[config.mk]
export PLATFORM = sky130hd
export DESIGN_NAME = generic_bus_manager
export DESIGN_NICKNAME = d
export VERILOG_FILES = /design/src/rtl/generic_bus_manager.sv
export SDC_FILE = /design/constraint.sdc
export NUM_CORES = 1
export LEC_CHECK = 0
export CORE_ASPECT_RATIO = 1.5
export CORE_MARGIN = 2
export CORE_UTILIZATION = 41
export DETAILED_ROUTE_END_ITERATION = 12
export PLACE_DENSITY_LB_ADDON = 0.3
export RECOVER_POWER = 50
export SYNTH_ARGS = -nofsm -noshare
export SYNTH_HDL_FRONTEND = slang
export SYNTH_SLANG_ARGS = --single-unit
export TNS_END_PERCENT = 10
[constraint.sdc]
create_clock -name clk -period 7.6 [get_ports clk]
set_input_delay 1.14 -clock clk [delete_from_list [all_inputs] [get_ports clk]]
set_output_delay 1.14 -clock clk [all_outputs]
set_load 0.03 [all_outputs]
[src/rtl/generic_bus_manager.sv]
// GenericBus manager: takes a command plus write-data stream, issues single or
// burst beats on the bus honouring busy, and returns one response per beat.
module generic_bus_manager #(
  parameter int DataWidth = 32,
  parameter int AddrWidth = 32,
  parameter int ProtWidth = 4
) (
  input  logic                   clk,
  input  logic                   reset,
  input  logic                   cmd_valid,
  output logic                   cmd_ready,
  input  logic                   cmd_write,
  input  logic [AddrWidth-1:0]   cmd_addr,
  input  logic [1:0]             cmd_burstType,
  input  logic [7:0]             cmd_burstLen,
  input  logic                   cmd_nonSec,
  input  logic [ProtWidth-1:0]   cmd_prot,
  input  logic                   wr_valid,
  output logic                   wr_ready,
  input  logic [DataWidth-1:0]   wr_data,
  input  logic [DataWidth/8-1:0] wr_strb,
  output logic                   rsp_valid,
  input  logic                   rsp_ready,
  output logic [DataWidth-1:0]   rsp_rData,
  output logic                   rsp_error,
  output logic                   rsp_last,
  output logic                   bus_wEn,
  output logic                   bus_rEn,
  output logic [AddrWidth-1:0]   bus_addr,
  output logic [DataWidth-1:0]   bus_wData,
  output logic [DataWidth/8-1:0] bus_wStrb,
  output logic                   bus_isBurst,
  output logic [1:0]             bus_burstType,
  output logic [7:0]             bus_burstLen,
  output logic                   bus_nonSec,
  output logic [ProtWidth-1:0]   bus_prot,
  input  logic [DataWidth-1:0]   bus_rData,
  input  logic                   bus_error,
  input  logic                   bus_busy
);

  localparam int StrbWidth = DataWidth / 8;
  localparam logic [AddrWidth-1:0] BeatBytes = AddrWidth'(StrbWidth);

  typedef enum logic [1:0] {IDLE = 2'd0, ACTIVE = 2'd1, DRAIN = 2'd2} state_e;

  state_e     state, state_nxt;
  logic       write_q;
  logic [7:0] beats_left;
  logic       issued;
  logic       data_full;

  logic cmd_fire, wr_fire, rsp_fire;
  logic beat_done, final_beat, issue;

  assign cmd_fire   = cmd_valid && cmd_ready;
  assign wr_fire    = wr_valid && wr_ready;
  assign rsp_fire   = rsp_valid && rsp_ready;
  assign beat_done  = issued && !bus_busy;
  assign final_beat = beat_done && ((beats_left == 8'd0) || bus_error);
  // Issue only when the response slot is free by the completion edge.
  assign issue      = (state == ACTIVE) && !issued && (!rsp_valid || rsp_ready) &&
                      (!write_q || data_full);

  function automatic logic [AddrWidth-1:0] step_addr(
    input logic [AddrWidth-1:0] a,
    input logic [1:0]           bt,
    input logic [7:0]           len
  );
    logic [AddrWidth-1:0] inc, wsz, mask;
    logic                 wrap_ok;
    inc     = a + BeatBytes;
    wsz     = AddrWidth'((32'(len) + 32'd1) * 32'(StrbWidth));
    mask    = wsz - AddrWidth'(1);
    wrap_ok = (len == 8'd1) || (len == 8'd3) || (len == 8'd7) || (len == 8'd15);
    case (bt)
      2'd0:    step_addr = a;
      2'd2:    step_addr = wrap_ok ? ((a & ~mask) | (inc & mask)) : inc;
      default: step_addr = inc;
    endcase
  endfunction

  always_ff @(posedge clk or posedge reset) begin
    if (reset) state <= IDLE;
    else       state <= state_nxt;
  end

  // The final response always lands in the response register, so the last
  // beat moves to DRAIN and the command port reopens only after it is taken.
  always_comb begin
    state_nxt = state;
    case (state)
      IDLE:    if (cmd_fire)   state_nxt = ACTIVE;
      ACTIVE:  if (final_beat) state_nxt = DRAIN;
      DRAIN:   if (rsp_fire)   state_nxt = IDLE;
      default: state_nxt = IDLE;
    endcase
  end

  always_comb begin
    cmd_ready = (state == IDLE) && !reset;
    wr_ready  = (state == ACTIVE) && write_q && !data_full;
    bus_wEn   = issued && write_q;
    bus_rEn   = issued && !write_q;
  end

  always_ff @(posedge clk or posedge reset) begin
    if (reset) begin
      write_q       <= 1'b0;
      beats_left    <= 8'd0;
      bus_addr      <= '0;
      bus_isBurst   <= 1'b0;
      bus_burstType <= 2'd0;
      bus_burstLen  <= 8'd0;
      bus_nonSec    <= 1'b0;
      bus_prot      <= '0;
    end else if (cmd_fire) begin
      write_q       <= cmd_write;
      beats_left    <= cmd_burstLen;
      bus_addr      <= cmd_addr;
      bus_isBurst   <= (cmd_burstLen != 8'd0);
      bus_burstType <= cmd_burstType;
      bus_burstLen  <= cmd_burstLen;
      bus_nonSec    <= cmd_nonSec;
      bus_prot      <= cmd_prot;
    end else if (beat_done) begin
      beats_left    <= beats_left - 8'd1;
      bus_addr      <= step_addr(bus_addr, bus_burstType, bus_burstLen);
    end
  end

  // The write-data register drives the bus payload directly.
  always_ff @(posedge clk or posedge reset) begin
    if (reset) begin
      data_full <= 1'b0;
      bus_wData <= '0;
      bus_wStrb <= '0;
    end else if (wr_fire) begin
      data_full <= 1'b1;
      bus_wData <= wr_data;
      bus_wStrb <= wr_strb;
    end else if (beat_done) begin
      data_full <= 1'b0;
    end
  end

  always_ff @(posedge clk or posedge reset) begin
    if (reset)          issued <= 1'b0;
    else if (beat_done) issued <= 1'b0;
    else if (issue)     issued <= 1'b1;
  end

  always_ff @(posedge clk or posedge reset) begin
    if (reset) begin
      rsp_valid <= 1'b0;
      rsp_rData <= '0;
      rsp_error <= 1'b0;
      rsp_last  <= 1'b0;
    end else if (beat_done) begin
      rsp_valid <= 1'b1;
      rsp_rData <= write_q ? '0 : bus_rData;
      rsp_error <= bus_error;
      rsp_last  <= (beats_left == 8'd0) || bus_error;
    end else if (rsp_fire) begin
      rsp_valid <= 1'b0;
    end
  end

endmodule

Word level (Yosys, flattened, before mapping)

Cells that the tools add are included.

Register bits: 132

$add $sub $neg: 4
Eq/ne operators: 11
Muxes and demuxes: 17
Bitwise operators: 4
Reduce and logical (&&, ||, !) cells: 35

Operator list:

| operator                                                              | number |
|---|---|
| 32-bit two-way mux                                                    | 4 |
| 32-bit bitwise AND                                                    | 2 |
| 32-bit one-hot mux with 2 select lines                                | 1 |
| 32-bit by 3-bit adder with 32-bit output, second input constant       | 1 |
| 32-bit NOT                                                            | 1 |
| 32-bit bitwise OR                                                     | 1 |
| 8-bit two-way mux                                                     | 2 |
| 1-bit logical AND                                                     | 13 |
| 11-bit by 1-bit subtractor with 12-bit output, second input constant  | 1 |
| 8-bit by 1-bit adder with 9-bit output, second input constant         | 1 |
| 8-bit by 1-bit equality test with 1-bit output, second input constant | 1 |
| 8-bit by 2-bit equality test with 1-bit output, second input constant | 1 |
| 8-bit by 3-bit equality test with 1-bit output, second input constant | 1 |
| 8-bit by 4-bit equality test with 1-bit output, second input constant | 1 |
| 8-bit logical NOT                                                     | 1 |
| 2-bit != test, second input constant                                  | 4 |
| 2-bit nonzero test                                                    | 4 |
| 8-bit nonzero test                                                    | 1 |
| 8-bit by 1-bit subtractor with 8-bit output, second input constant    | 1 |
| 1-bit logical NOT                                                     | 6 |
| 1-bit logical OR                                                      | 6 |
| 1-bit two-way mux                                                     | 6 |
| 2-bit two-way mux                                                     | 3 |
| 2-bit one-hot mux with 3 select lines                                 | 1 |
| 5 further kinds                                                       | 7 |

Logic depth before layout (Yosys ltp)

Gate-level depths: netlist (run 1).

Word-level depth: 9
Gate-level depth with buffers: 9
Depth with buffers taken out: 8

Least setup slack after synthesis (run 1)

Ideal clock, no wire load.

Path kind: input-to-reg
Start point: in reset
End point: reg with a tool-made name
Library setup time: 129 ps
Arrival time: 2916 ps
Data required time: 7471 ps
Path slack: 4555 ps
Cell stages on the path: 5
Cells stage by stage: nor3_1 -> and2_1 -> clkbuf_8 -> clkdlybuf4s50_2 -> o21ai_0

RTL lines:

| element            | RTL line | text |
|---|---|---|
| start: declaration | 9        | `input logic reset,` |

==> results of run 1 <==
==> metrics by stage <==
stage | hold slack, ns | util
finish | 0.468 | 0.636
global route | 0.503 | 0.636
CTS | 0.476 | 0.637
detailed placement | 0.462 | 0.597
global placement | 0.453 | 0.597
floorplan | 0.438 | -
==> worst min-delay path, cell delays in order, from the launching register on <==
cell	delay (ns)
sky130_fd_sc_hd__dfrtp_1	0.33
sky130_fd_sc_hd__nand2_1	0.05
sky130_fd_sc_hd__nand2_1	0.05
==> per-layer routing <==
| layer | track usage | routed length [um] | vias to the layer above |
|---|---|---|---|
| met5 | 0 | 0 | - |
| met4 | 0.0785 | 272 | 0 |
| met3 | 0.0865 | 1600 | 19 |
| met2 | 0.369 | 8480 | 231 |
| met1 | 0.240 | 6310 | 2457 |
| li1 | - | - | 2489 |
==> power breakdown <==
group          internal (mW)  switching [mW]  leakage (nW)
combinational          0.874            1.15          1.99
sequential              1.04           0.300          1.62
clock                  0.494           0.327         0.287
==> synth_stat cells, drive strengths merged, types with 2 or more instances <==
master / count / share of area
a21oi: 12 / 0.0098
a31oi: 3 / 0.0031
and2: 4 / 0.0043
and3: 3 / 0.0033
and4: 2 / 0.0033
buf: 5 / 0.0059
clkbuf: 22 / 0.016
dfrtp: 132 / 0.54
ha: 5 / 0.010
inv: 12 / 0.0074
mux2: 37 / 0.068
nand2: 134 / 0.082
nand2b: 36 / 0.038
nand3: 9 / 0.0074
nand4: 5 / 0.0051
nor2: 30 / 0.018
nor2b: 3 / 0.0031
nor3: 13 / 0.017
nor4: 9 / 0.015
o2111ai: 4 / 0.0096
o21ai: 68 / 0.056
or3: 3 / 0.0031
xnor2: 26 / 0.037
xor2: 12 / 0.017
==> final timing paths <==
check | to | slack (ns) | cells past startpoint
worst max-delay path | register | 2.81 | 7
worst min-delay path | data_full | 0.47 | 2
worst max register to register | register | 3.79 | 6
worst min register to register | data_full | 0.47 | 2
max in group asynchronous | rsp_rData[3] | 3.63 | 3
min in group asynchronous | bus_prot[0] | 2.12 | 2
==> final cells by class <==
| type | instances | area [um^2] |
|---|---|---|
| inverters | 12 | 46.3 |
| clock buffers | 18 | 429 |
| multi-input cells | 428 | 2620 |
| well taps | 196 | 245 |
| flip-flops and latches | 132 | 3300 |
| clock inverters | 14 | 164 |
| fillers | 1234 | 5310 |
| repair buffers | 249 | 2470 |
==> cells by family after synthesis <==
group | after synthesis
buffers and inverters | 41
XOR/XNOR | 38
flip-flops | 132
AO/OA/AOI/OAI | 90
AND/OR/NAND/NOR | 257
multiplexers | 38
adder cells (fa/ha/maj) | 5
==> results list, run 1 <==
- The first TritonRoute pass finished after 4 iterations.
- Counting every instance in the synthesized netlist gives between 600 and 700.
* Diodes inserted: 0
* Count of flip-flops with a built-in enable after synthesis: 0
- Post-synthesis compound-gate area fraction: 0.0850
- Number of distinct library cells after synthesis: 52
- IR analysis of the VDD net gives a maximum drop of 0.272 mV.
* Number of buffer cells added on primary ports: ~250
- Remaining number of nets flagged by the antenna check after routing: 0
- During synthesis, Yosys emitted a total of 0 warnings.
- Cell Area, Placed: 0.00871 mm^2
* Count of final hold-check violations: 0
* Maximum fanout count along the critical path: 78
* Detailed Place HPWL: 12100 um
- In this run the vertical extent of the chip is 154 um.
- Area fraction in and, or, nand and nor cells after synthesis: 0.209
* Critical-path cell with the highest stage delay: sky130_fd_sc_hd__nand2b_1
- Number of hold buffers added after CTS: 0
* Row Count: 54
* Delay of the slowest cell on the worst path: 1.37 ns
- Parity-gate share of the synthesized area counting xor and xnor cells: 0.0543
- Total number of H-tree levels: 4
* Final setup slack of the worst path: 2.81 ns
- Setup repair after global routing left no endpoint under its margin.
* Die W: 104 um
* Global-route wire length before repair: approximately 27000 um
* Summed negative setup slack over all endpoints: 0 ns
* Total power consumption of the routed design: 4.18 mW
- Number of cells upsized or downsized after cts: 0
- DR vias: about 5200
- FF-to-FF Start: issued
- Adder-cell area share of the yosys netlist: 0.0102
- STA classifies the critical path endpoint as a register.
* Most common cell after layout, fill and taps aside: sky130_fd_sc_hd__clkdlybuf4s50_1
* Worst Setup Start Kind: input pin
* Layout overhead on the synthesized area: 51.5%
* Status: finished with violations
- Largest net degree at the start of global routing: 79
* Clock Root Buffer: sky130_fd_sc_hd__clkbuf_16
* Synth Register Bits: 132
- Measured against the total synthesized area, the mux share comes to 0.0697.
- Post-route minimum period: 4.79 ns
- DP Cell Count: 1017
* Max Buffers Root-to-Sink: 2
* Worst-path clk slew: 0.06 ns
- Across the run, the number of max-cap violations was 4.
- Final routed wire length divided by cell count: 15.9 um
- For this block, the routed nets add up to roughly 17000 um of wire.
- Failing checks: capacitance limit, slew limit
- The library cells used most frequently in the layout, excluding fill and tap cells, are sky130_fd_sc_hd__clkdlybuf4s50_1, sky130_fd_sc_hd__nand2_1, sky130_fd_sc_hd__dfrtp_1.
- The number of pins with negative max-slew slack in the final report was 263.
* Average footprint of a synthesized cell: 10.2 um^2
* Post-CTS setup buffers: 0
- DRC violation total after the first TritonRoute iteration: about 150
- Type of the worst min-delay path: reg -> reg
- The net count of the finished layout is about 970.
* Floorplan Core Area: around 0.015 mm^2
- In the final layout, the share of cells above drive strength 1 is 0.108.
- The analysis attributes to cell leakage a power of ~4 nW.
* Final cell area excluding filler cells: 0.00928 mm^2
- Worst Path Buf+Inv: 1
- Maximum clock rate: 209 MHz
- Worst setup path class: in -> reg
* Sequential fraction of the synthesis area: 0.539
- Dividing the detail-routed via count by the number of cells gives 4.95.
- On the critical path the largest part of the delay comes from simple AND/OR/NAND/NOR gates.
* Period utilisation layout: 0.630
- Combinational family with the most area after synthesis: simple AND/OR/NAND/NOR gates
* Number of buffers created by CTS: 17
* Worst-case clock skew: 0.00900 ns
- Commonest register cell after synthesis: sky130_fd_sc_hd__dfrtp_1
- Worst slew pin tran: between 3 and 4 ns
- Setup violation total in the final timing report: 0
* Netlist area before placement: 0.00612 mm^2
- Post-Syn Nets: 729
- Non-filler cells in the finished layout: 1049
* Starting density of the core: 0.420
- TritonCTS built the clock tree.
* Startpoint of the tightest hold check path: data_full
* Total power density per cell area: about 450 mW/mm^2
- Fraction of synthesis flops using an asynchronous set or reset pin: 1.00
* TritonCTS Sinks: 132
- The critical path starts at bus_busy.
* Placement Setup Slack: 3.84 ns
* Number of DRC violations after detailed routing: 0
- Routability-driven placement finished with a final weighted congestion of 0.869.
* Clock latency on the worst-skew pair: about 0.4 ns
* Worst slew margin: -1.10
- Number of global-route vias before repair: 5432
* Gr ovfl total: 0
- For this design the top-level I/O count stands at between 200 and 250.
- Required time of the critical path: between 7 and 8 ns
- The number of antenna violations at the first check in global routing was 0.
- In the global route stage, overall resource usage came out at 0.214.
* Worst Path Arrival: slightly below 5 ns
- Cell Chain, Critical Path: dlygate4sd3_1 -> nand2b_1 -> nor3b_2 -> o2111ai_2 -> nor3_1 -> xnor2_1 -> o21ai_1
* Die ar.: 0.0160 mm^2
Power figures use the tool's default switching activity.
==> run 2: changes to the inputs <==
Settings changed: CORE_UTILIZATION 41 to 39.
Clock period 7.6 ns to 4.15 ns, I/O delays scaled along.
==> results list, run 2 (synthesized netlist as in run 1, its figures left out) <==
- Number of hold buffers added after CTS: 0 (unchanged)
* Worst Path Arrival: 2.46 ns (-2.50 ns)
- Largest net degree at the start of global routing: 79 (unchanged)
- Number of cells upsized or downsized after cts: 0 (unchanged)
- Floorplan Core Area: 0.0155 mm^2 (+6.1%)
- The critical-path maximum fanout was 3 (-96%).
* Period utilisation layout: 0.743
* Final routed wire length divided by cell count: 16.0 um (+0.83%)
* Starting density of the core: 0.396 (-0.0241)
- The library cell used most frequently in the layout, excluding fill and tap cells, is sky130_fd_sc_hd__clkdlybuf4s50_1.
- Max Buffers Root-to-Sink: 2 (unchanged)
* Fin nets: 970 (+0.21%)
* Worst-path clk slew: 0.06 ns (about the same)
- In the layout the commonest cells are sky130_fd_sc_hd__clkdlybuf4s50_1, sky130_fd_sc_hd__nand2_1, sky130_fd_sc_hd__dfrtp_1.
* # fillers: 1332 (+7.9%)
- The total die area was 0.0167 mm^2 (+5.0%).
* Total number of H-tree levels: 4 (unchanged)
- Gr ovfl total: 0 (unchanged)
- Layout overhead on the synthesized area: 51.9%
- FF-to-FF path depth: 7 (+1)
- The latest clock arrival within the worst-skew pair is 0.41 ns (about the same).
- Post-CTS setup buffers: 0 (unchanged)
- Clock Root Buffer: sky130_fd_sc_hd__clkbuf_16
- Aggregate routed wire length: 16900 um (+1.7%)
- TritonCTS Sinks: 132 (unchanged)
* Count of final hold-check violations: 0 (unchanged)
- The fraction of layout cells with a size suffix above 1 is 0.112 (+0.00443).
- Row Count: 56 (+3.7%)
- Number of buffers created by CTS: 17 (unchanged)
* Total power density per cell area: 822 mW/mm^2 (+82%)
- Drt first pass iters: 4 (unchanged)
- The minimum setup slack after placement came to 1.04 ns (-2.80 ns).
* Clock tree from TritonCTS: yes
* Kind of capture point of the worst setup path: output port
- The most critical setup path has its endpoint at cmd_ready.
- The relative slew slack was -0.152 (+0.948).
- The number of inserted diodes came to 0 (unchanged).
- Setup repair after global routing left no endpoint under its margin.
* Summed negative setup slack over all endpoints: 0 ns (unchanged)
* Number of antenna violations at the first check in global routing: 1 (+1)
- Final setup slack of the worst path: 1.07 ns (-1.74 ns)
- Status: finished with violations
* Global-route wire length before repair: 27200 um (-0.80%)
* FF-to-FF Start: bus_burstLen[0]
- Worst slew pin tran: 1.73 ns (-1.40 ns)
- Static leakage power: 3.89 nW (-0.18%)
- The cell count of the worst hold path was 2 (unchanged).
- Failing checks: capacitance limit, slew limit
- Total global routing track utilization: 0.209 (-0.00495)
- The floorplan die height was 157 um (+2.5%).
- Top-Level Pins: 246 (unchanged)
- The number of nets still failing antenna checks after routing is 0 (unchanged).
- The number of pins with negative max-slew slack in the final report came to 59 (-78%).
* Gp weighted congestion: 0.850 (-2.2%)
- Worst setup path class: in -> out
- The most critical setup path has its startpoint at reset.
- The worst vdd rail ir drop was 0.487 mV (+79%).
- The total via count in the routed design came to 5199 (+0.058%).
* Max-cap violations: 2 (-2)
- For this run, the top clock speed supported by timing is 324 MHz.
* Number of global-route vias before repair: 5537 (+1.9%)
- Number of DRC violations after detailed routing: 0 (unchanged)
- The worst clock skew on the final layout came to 0.0117 ns (+0.00274 ns).
- The number of vias per cell after detailed routing came to 4.91 (-0.79%).
* Detailed Place HPWL: 12800 um (+5.4%)
- DRC violation total after the first TritonRoute iteration: 219 (+48%)
* R2R Setup Slk: 1.45 ns (-2.34 ns)
* Setup violation total in the final timing report: 0 (unchanged)
* Number of buffer cells added on primary ports: 245 (unchanged)
* Die W: 106 um (+2.4%)
* Post-route minimum period: 3.08 ns
- The required time at the worst-slack endpoint was 3.53 ns (-4.24 ns).
- Type of the worst min-delay path: reg -> reg
- Worst Setup Start Kind: input pin
## run 2: cell type report
type	count	area, um^2	area share
flip-flops and latches	132	3300	0.355
multi-input cells	428	2630	0.282
repair buffers	251	2490	0.268
clock buffers	17	425	0.0457
well taps	203	254	0.0273
clock inverters	15	154	0.0165
inverters	12	50.0	0.00538
## run 2: per-layer routing
metal | vias up | track usage | wire length [um]
li1 | 2492 | - | -
met1 | 2477 | 0.218 | 6080
met2 | 188 | 0.376 | 9100
met3 | 40 | 0.0646 | 1170
met4 | 2 | 0.108 | 578
met5 | - | 0 | 13
## run 2: worst min path at each step
stage	start	slack, ns	endpoint
global placement	data_full	0.45	data_full
global route	rsp_rData[12]	0.49	rsp_rData[12]
finish	data_full	0.46	data_full
detailed placement	data_full	0.45	data_full
CTS	data_full	0.47	data_full
floorplan	data_full	0.44	data_full
## run 2: where the power goes
group | internal, mW | switching, mW
clock network | 0.887 | 0.583
logic | 1.62 | 2.10
registers | 1.91 | 0.550
## run 2: worst max-delay path: stages
cell and delay (ns):
sky130_fd_sc_hd__dlygate4sd3_1 0.61, sky130_fd_sc_hd__nor3_1 0.46, sky130_fd_sc_hd__clkdlybuf4s50_1 0.77
## run 2: per-stage QoR
stage                     instance area (um^2)  total power, mW  utilization  instances  hold slack, ns
after floorplan                           6120             4.62            -        601           0.438
after global placement                    8730             6.17        0.564       1026           0.448
after detailed placement                  8730             6.26        0.564       1026           0.454
after CTS                                 9310             7.77        0.601       1058           0.468
after global routing                      9300             8.10        0.601       1058           0.494
final                                     9300             7.64        0.601       1058           0.464
